<file path="src/rtl/tile_config_mem_rb.sv">
// Tile configuration memory with readback.
// Frames are captured from the column FrameData/FrameStrobe bus on strobe rising
// edges and drive ConfigBits/ConfigBits_N into the tile. A sticky lock, frame
// coverage tracking, strobe error detection and a ready/valid readback port
// are included.
//
// Readback FSM states:
//   state | meaning
//   IDLE  | RbReady high, waiting for RbReq
//   RESP  | RbValid high, RbData/RbErr held until RbAck
module tile_config_mem_rb #(
    parameter int MaxFramesPerCol = 20,
    parameter int FrameBitsPerRow = 32,
    parameter int NoConfigBits    = 600,
    parameter int FrameIdxWidth   = 5
) (
    input  logic                       CLK,
    input  logic                       resetn,
    input  logic [FrameBitsPerRow-1:0] FrameData,
    input  logic [MaxFramesPerCol-1:0] FrameStrobe,
    input  logic                       Lock,
    input  logic                       RbReq,
    input  logic [FrameIdxWidth-1:0]   RbFrame,
    output logic                       RbReady,
    output logic                       RbValid,
    input  logic                       RbAck,
    output logic [FrameBitsPerRow-1:0] RbData,
    output logic                       RbErr,
    output logic [NoConfigBits-1:0]    ConfigBits,
    output logic [NoConfigBits-1:0]    ConfigBits_N,
    output logic                       ConfigValid,
    output logic                       StrobeErr,
    output logic                       WriteBlocked
);

    localparam int NF    = (NoConfigBits + FrameBitsPerRow - 1) / FrameBitsPerRow;
    localparam int TOTAL = MaxFramesPerCol * FrameBitsPerRow;
    // Bits at or above NoConfigBits are never stored, so unused frames and the
    // top of the last used frame always read back as zero.
    localparam logic [TOTAL-1:0] USED_MASK = {TOTAL{1'b1}} >> (TOTAL - NoConfigBits);

    typedef enum logic [0:0] {IDLE, RESP} rb_state_t;

    logic [TOTAL-1:0]           cfg_q;
    logic [MaxFramesPerCol-1:0] strobe_q;
    logic [MaxFramesPerCol-1:0] rise;
    logic [MaxFramesPerCol-1:0] wr_en;
    logic [NF-1:0]              written_q;
    logic [NF-1:0]              written_d;
    logic                       lock_q;
    logic                       one_hot;
    logic                       multi_hot;
    logic                       config_valid_q;
    logic                       strobe_err_q;
    logic                       write_blocked_q;
    logic [FrameBitsPerRow-1:0] rb_sel;
    logic                       rb_oor;
    rb_state_t                  state_q;
    logic                       rb_ready_q;
    logic                       rb_valid_q;
    logic [FrameBitsPerRow-1:0] rb_data_q;
    logic                       rb_err_q;

    // Strobe edge classification, write enables and readback frame select.
    always_comb begin
        rise      = FrameStrobe & ~strobe_q;
        one_hot   = $onehot(rise);
        multi_hot = (rise != '0) && !one_hot;
        // The lock state from before the edge gates the write, so a Lock
        // arriving with a write still lets that write through.
        wr_en     = (one_hot && !lock_q) ? rise : '0;
        written_d = written_q | wr_en[NF-1:0];
        rb_oor    = (32'(RbFrame) >= MaxFramesPerCol);
        rb_sel    = '0;
        for (int f = 0; f < MaxFramesPerCol; f++) begin
            if (RbFrame == FrameIdxWidth'(f)) begin
                rb_sel = cfg_q[f*FrameBitsPerRow +: FrameBitsPerRow];
            end
        end
    end

    // Frame storage: one accepted write per rising strobe edge, used frames only.
    always_ff @(posedge CLK) begin
        if (!resetn) begin
            cfg_q <= '0;
        end else begin
            for (int f = 0; f < NF; f++) begin
                if (wr_en[f]) begin
                    cfg_q[f*FrameBitsPerRow +: FrameBitsPerRow] <=
                        FrameData & USED_MASK[f*FrameBitsPerRow +: FrameBitsPerRow];
                end
            end
        end
    end

    // Strobe history, sticky lock, coverage and sticky error flags.
    always_ff @(posedge CLK) begin
        if (!resetn) begin
            strobe_q        <= '0;
            lock_q          <= 1'b0;
            written_q       <= '0;
            config_valid_q  <= 1'b0;
            strobe_err_q    <= 1'b0;
            write_blocked_q <= 1'b0;
        end else begin
            strobe_q        <= FrameStrobe;
            lock_q          <= lock_q | Lock;
            written_q       <= written_d;
            config_valid_q  <= &written_d;
            strobe_err_q    <= strobe_err_q | multi_hot;
            write_blocked_q <= write_blocked_q | (one_hot & lock_q);
        end
    end

    // Readback FSM; captures pre-edge frame contents so a same-edge write returns old data.
    always_ff @(posedge CLK) begin
        if (!resetn) begin
            state_q    <= IDLE;
            rb_ready_q <= 1'b1;
            rb_valid_q <= 1'b0;
            rb_data_q  <= '0;
            rb_err_q   <= 1'b0;
        end else begin
            case (state_q)
                IDLE: begin
                    if (RbReq) begin
                        rb_data_q  <= rb_oor ? '0 : rb_sel;
                        rb_err_q   <= rb_oor;
                        rb_ready_q <= 1'b0;
                        rb_valid_q <= 1'b1;
                        state_q    <= RESP;
                    end
                end
                RESP: begin
                    if (RbAck) begin
                        rb_ready_q <= 1'b1;
                        rb_valid_q <= 1'b0;
                        state_q    <= IDLE;
                    end
                end
                default: begin
                    rb_ready_q <= 1'b1;
                    rb_valid_q <= 1'b0;
                    state_q    <= IDLE;
                end
            endcase
        end
    end

    assign ConfigBits   = cfg_q[NoConfigBits-1:0];
    assign ConfigBits_N = ~cfg_q[NoConfigBits-1:0];
    assign ConfigValid  = config_valid_q;
    assign StrobeErr    = strobe_err_q;
    assign WriteBlocked = write_blocked_q;
    assign RbReady      = rb_ready_q;
    assign RbValid      = rb_valid_q;
    assign RbData       = rb_data_q;
    assign RbErr        = rb_err_q;

endmodule

</file>
<file path="config.mk">
export PLATFORM = sky130hd
export DESIGN_NAME = tile_config_mem_rb
export DESIGN_NICKNAME = d
export VERILOG_FILES = /design/src/rtl/tile_config_mem_rb.sv
export SDC_FILE = /design/constraint.sdc
export NUM_CORES = 2
export LEC_CHECK = 0
export CORE_AREA = 2 2 509 511
export CTS_CLUSTER_DIAMETER = 100
export DETAILED_ROUTE_END_ITERATION = 8
export DIE_AREA = 0 0 511 513
export GPL_TIMING_DRIVEN = 0
export PLACE_DENSITY = 0.32
export SYNTH_ARGS = -nofsm -noshare
export SYNTH_HDL_FRONTEND = slang
export SYNTH_SLANG_ARGS = --single-unit
</file>
<file path="constraint.sdc">
create_clock -name CLK -period 7.2 [get_ports CLK]
set_input_delay 1.44 -clock CLK [delete_from_list [all_inputs] [get_ports CLK]]
set_output_delay 1.44 -clock CLK [all_outputs]
set_load 0.01 [all_outputs]
</file>
==> results summary <==
The flow ran to the end, but the final reports show violations. The checks that failed: max-capacitance violations, max-slew violations. The remaining routing DRC violations is 0.

The worst-case headroom to the max-slew limit came out at -0.0476. Of all nets on the critical path, the largest fanout is 10. The count of input and output buffers is 1267. The setup slack of the critical path after layout came out at 216 ps.

The cell count after synthesis came out at roughly 4400. The tree built by TritonCTS fans out to approximately 680 sinks. The kind of critical path is in2reg. The area of the die is between 200000 and 300000 sq um. Setup repair after global routing left no endpoint under its margin.

The first-pass GRT wire length came out at 466 mm. For the pin with the worst max-slew slack, the measured transition is 1570 ps. The source-to-sink clock delay at the later pin of the worst-skew pair is 750 ps. The startpoint identified for the worst register-to-register timing path is strobe_q[3]$_SDFF_PN0_. The starting density of the core came out at 0.127.

Global routing finished with a remaining overflow of 0. The number of synthesis warnings came out at 0. The overall power is 17.2 mW.

The worst vdd rail ir drop came out at around 0.00022 V. The number of vias in the routed layout came out at around 41000. The worst hold path was traced through 2 stages. The clock tree root driver cell is clkbuf_16.

The number of buffers on the longest clock path came out at 3. The delay of the slowest cell on the worst path is 580 ps. The hold-fix buffer count after cts came out at 0. The worst setup path is launched from an input pin. The remaining antenna violation count is 0.

In the final design database the tool counted 5860 nets. The cell family contributing the most delay on the critical path is adder cells. The end point of the worst hold path is RbData[16]$_SDFFE_PN0P_. The max-slew violation count was 48. Summing every instance area after synthesis gives 32500 sq um. The static leakage power came out at 16.8 nW. The maximum number of pins on one net before global-route repair is 20. The critical path required time came out at roughly 7800 ps. The tightest min-delay check is of the reg2reg type.

For the worst setup path, the data arrival time is 7580 ps. The number of antenna violations at the first check in global routing is 48. The final HPWL from detailed placement is about 320 mm. After synthesis, the share of flip-flops with an asynchronous set or reset is 0.

The number of rows created at floorplan came out at 186. The overall routing resource usage is 0.279. The count of maximum capacitance violations came out at 5. The most common cell in the synthesized netlist is nand2_1. The number of distinct library cells after synthesis is 91. Compared with the post-synthesis result, the final layout area differs by 63.3%. The DRC marker count from the first detailed-route iteration is 4913. The core box area is 256000 sq um. Counting instances in the post-synthesis netlist gives the leading cell types as nand2_1, dfxtp_1, inv_1. In this run, synthesis produced a sequential element count of 679. The number of detailed-route iterations in the first pass came out at 6. The clock tree skew after final layout came out at 33.2 ps. The count of placed standard cells including taps is 9042. The critical path contains buffers and inverters numbering 5 combined.

Among all flip-flop cells after synthesis, the most frequent one is dfxtp_1. The total power per unit cell area came out at 325 nW/um^2. The cell depth of the worst flop-to-flop path is 19.

The average wire per cell in the routed design came out at 41.2 um. The post-synthesis net count came out at about 4500. By area the synthesized netlist is led by dfxtp_1, nand2_1, a21oi_1. The global placer's final weighted congestion is 0.928. The vertical extent of the die came out at slightly above 500 um. The number of hold-slack violations in the final timing report came to 0.

The CTS buffer count came out at 93. Walking the worst path, the cells encountered are clkdlybuf4s50_1, nor2b_2, fa_1, fa_1, fa_1, fa_1, fa_1, ha_1, fa_1, nor4b_2, nand2_2, buf_12, buf_6, nor4b_4, buf_6, buf_4, nor2_1, a21oi_1, nor2_1. The I/O pin count came out at 1300.

TritonCTS built the clock tree. The proportion of synthesized chip area in sequential cells is 0.418. The share of synthesized area in the top cell type comes to 0.418. Based on the critical path, the design can be clocked at up to 143 MHz. The via count of the first global-routing pass is 38047.

Setup violations remaining at the end of the flow were counted as 0. Wires add up to 381 mm. The pre-CTS setup slack is -1550 ps. Measured along the x axis, the die boundary spans between 500 and 600 um. After clock tree synthesis, the clock-pin slew on the worst setup and hold paths is about 60 ps. In this design, the critical path's most frequently occurring cell is fa_1.

The clock period minus worst slack is 6980 ps. The minimum setup slack among reg-to-reg paths is 1080 ps. The capturing point of the worst reg2reg path is cfg_q[167]$_SDFFE_PN0P_. Summed over all instances, the cell type with the most area after synthesis is dfxtp_1.

The count of placed standard cells in the final layout, fillers left out is between 9000 and 10000. Of the cells placed in the final design, the portion with a size suffix greater than 1 is 0.0764. Yosys mapped a number of flops with a built-in enable equal to 0.

Once layout is complete, the utilization of the core stands at 0.207. The startpoint identified for the worst hold timing path is RbData[16]$_SDFFE_PN0P_. The cell at the slowest stage of the critical path is fa_1. Using the TritonRoute via totals, the vias-per-cell ratio works out to 4.43. The worst hold-check slack came out at approximately 460 ps.

The worst setup path is captured at a flip-flop. The share of the cycle needed by the critical path after routing is 0.970. The H-tree level count is 3.

Each instance of the synthesized netlist takes up on average 7.41 sq um.
[power by group]
| group | switching (mW) | internal [mW] |
|---|---|---|
| clock network | 2.09 | 2.93 |
| logic | 4.17 | 2.57 |
| registers | 1.20 | 4.28 |
[final cells by class]
cell class / count / area, sq um
well taps: 3384 / 4230
clock inverters: 35 / 419
clock buffers: 135 / 2750
repair buffers: 1294 / 13000
diodes: 19 / 47.5
fillers: 28685 / 203000
plain buffers: 358 / 1800
inverters: 631 / 2370
flip-flops and latches: 679 / 13600
multi-input cells: 2719 / 14900
[state kept, by name, indices dropped and copies added, names as in the netlist, 19 cells and up]
name,count
cfg_q,600
RbData,32
strobe_q,20
written_q,19
[layer usage]
metal / up-vias / global-route usage / wire length [um]
li1: 17082 / - / -
met1: 20652 / 0.339 / 154000
met2: 2711 / 0.453 / 173000
met3: 504 / 0.0797 / 33300
met4: 4 / 0.126 / 20100
met5: - / 0.00639 / 253
[through the flow]
step / setup TNS, ps / cell area (sq um)
after global placement: -662700 / 49400
after global routing: 0 / 53000
final: 0 / 53100
after detailed placement: -605850 / 49500
after CTS: 0 / 52900
after floorplan: 0 / 32500
[cells by family after synthesis]
family,synth area share
compound gates,0.193
mux,0.0485
simple gates,0.201
flops,0.418
buf+inv,0.128
fa+ha+maj,0.0117
[tightest hold or removal path: cells and delay by family (launching register included)]
| family | cells | cell delay (ps) |
|---|---|---|
| AO/OA/AOI/OAI | 1 | 50 |
| AND/OR/NAND/NOR | 1 | 50 |
| flip-flops | 1 | 310 |
[worst max path at each step]
stage,from,end,slack [ps],cells past startpoint
finish,FrameStrobe[5],cfg_q[167]$_SDFFE_PN0P_,220,19
global route,FrameStrobe[3],cfg_q[80]$_SDFFE_PN0P_,10,18
CTS,FrameStrobe[13],cfg_q[167]$_SDFFE_PN0P_,50,19
detailed placement,FrameStrobe[5],cfg_q[268]$_SDFFE_PN0P_,-1550,16
global placement,FrameStrobe[15],cfg_q[275]$_SDFFE_PN0P_,-1670,17
floorplan,FrameStrobe[15],cfg_q[495]$_SDFFE_PN0P_,830,16
[cells in the final DEF, fill, tap and decap left out, types with 20 or more instances in the layout]
cell                n
clkdlybuf4s50_1  1267
nand2_1          1066
dfxtp_1           679
inv_1             630
a21oi_1           582
nor2_1            227
clkbuf_1          193
mux2i_1           135
buf_2             114
o21ai_0           113
clkbuf_16          95
a22oi_1            71
o22ai_1            51
buf_4              44
a221oi_1           35
a31oi_1            29
buf_6              27
and2_1             24
nand2b_1           23
a211oi_1           22
clkbuf_8           22
nand3_1            20
[what timing repair did]
action,CTS,global route
buffers inserted,11,13
gates resized for setup,17,23
endpoints found under the setup margin,424,422
hold endpoints to repair,0,0
pin swaps,7,13
gates cloned,0,0
(Power assumes the default switching activity.)
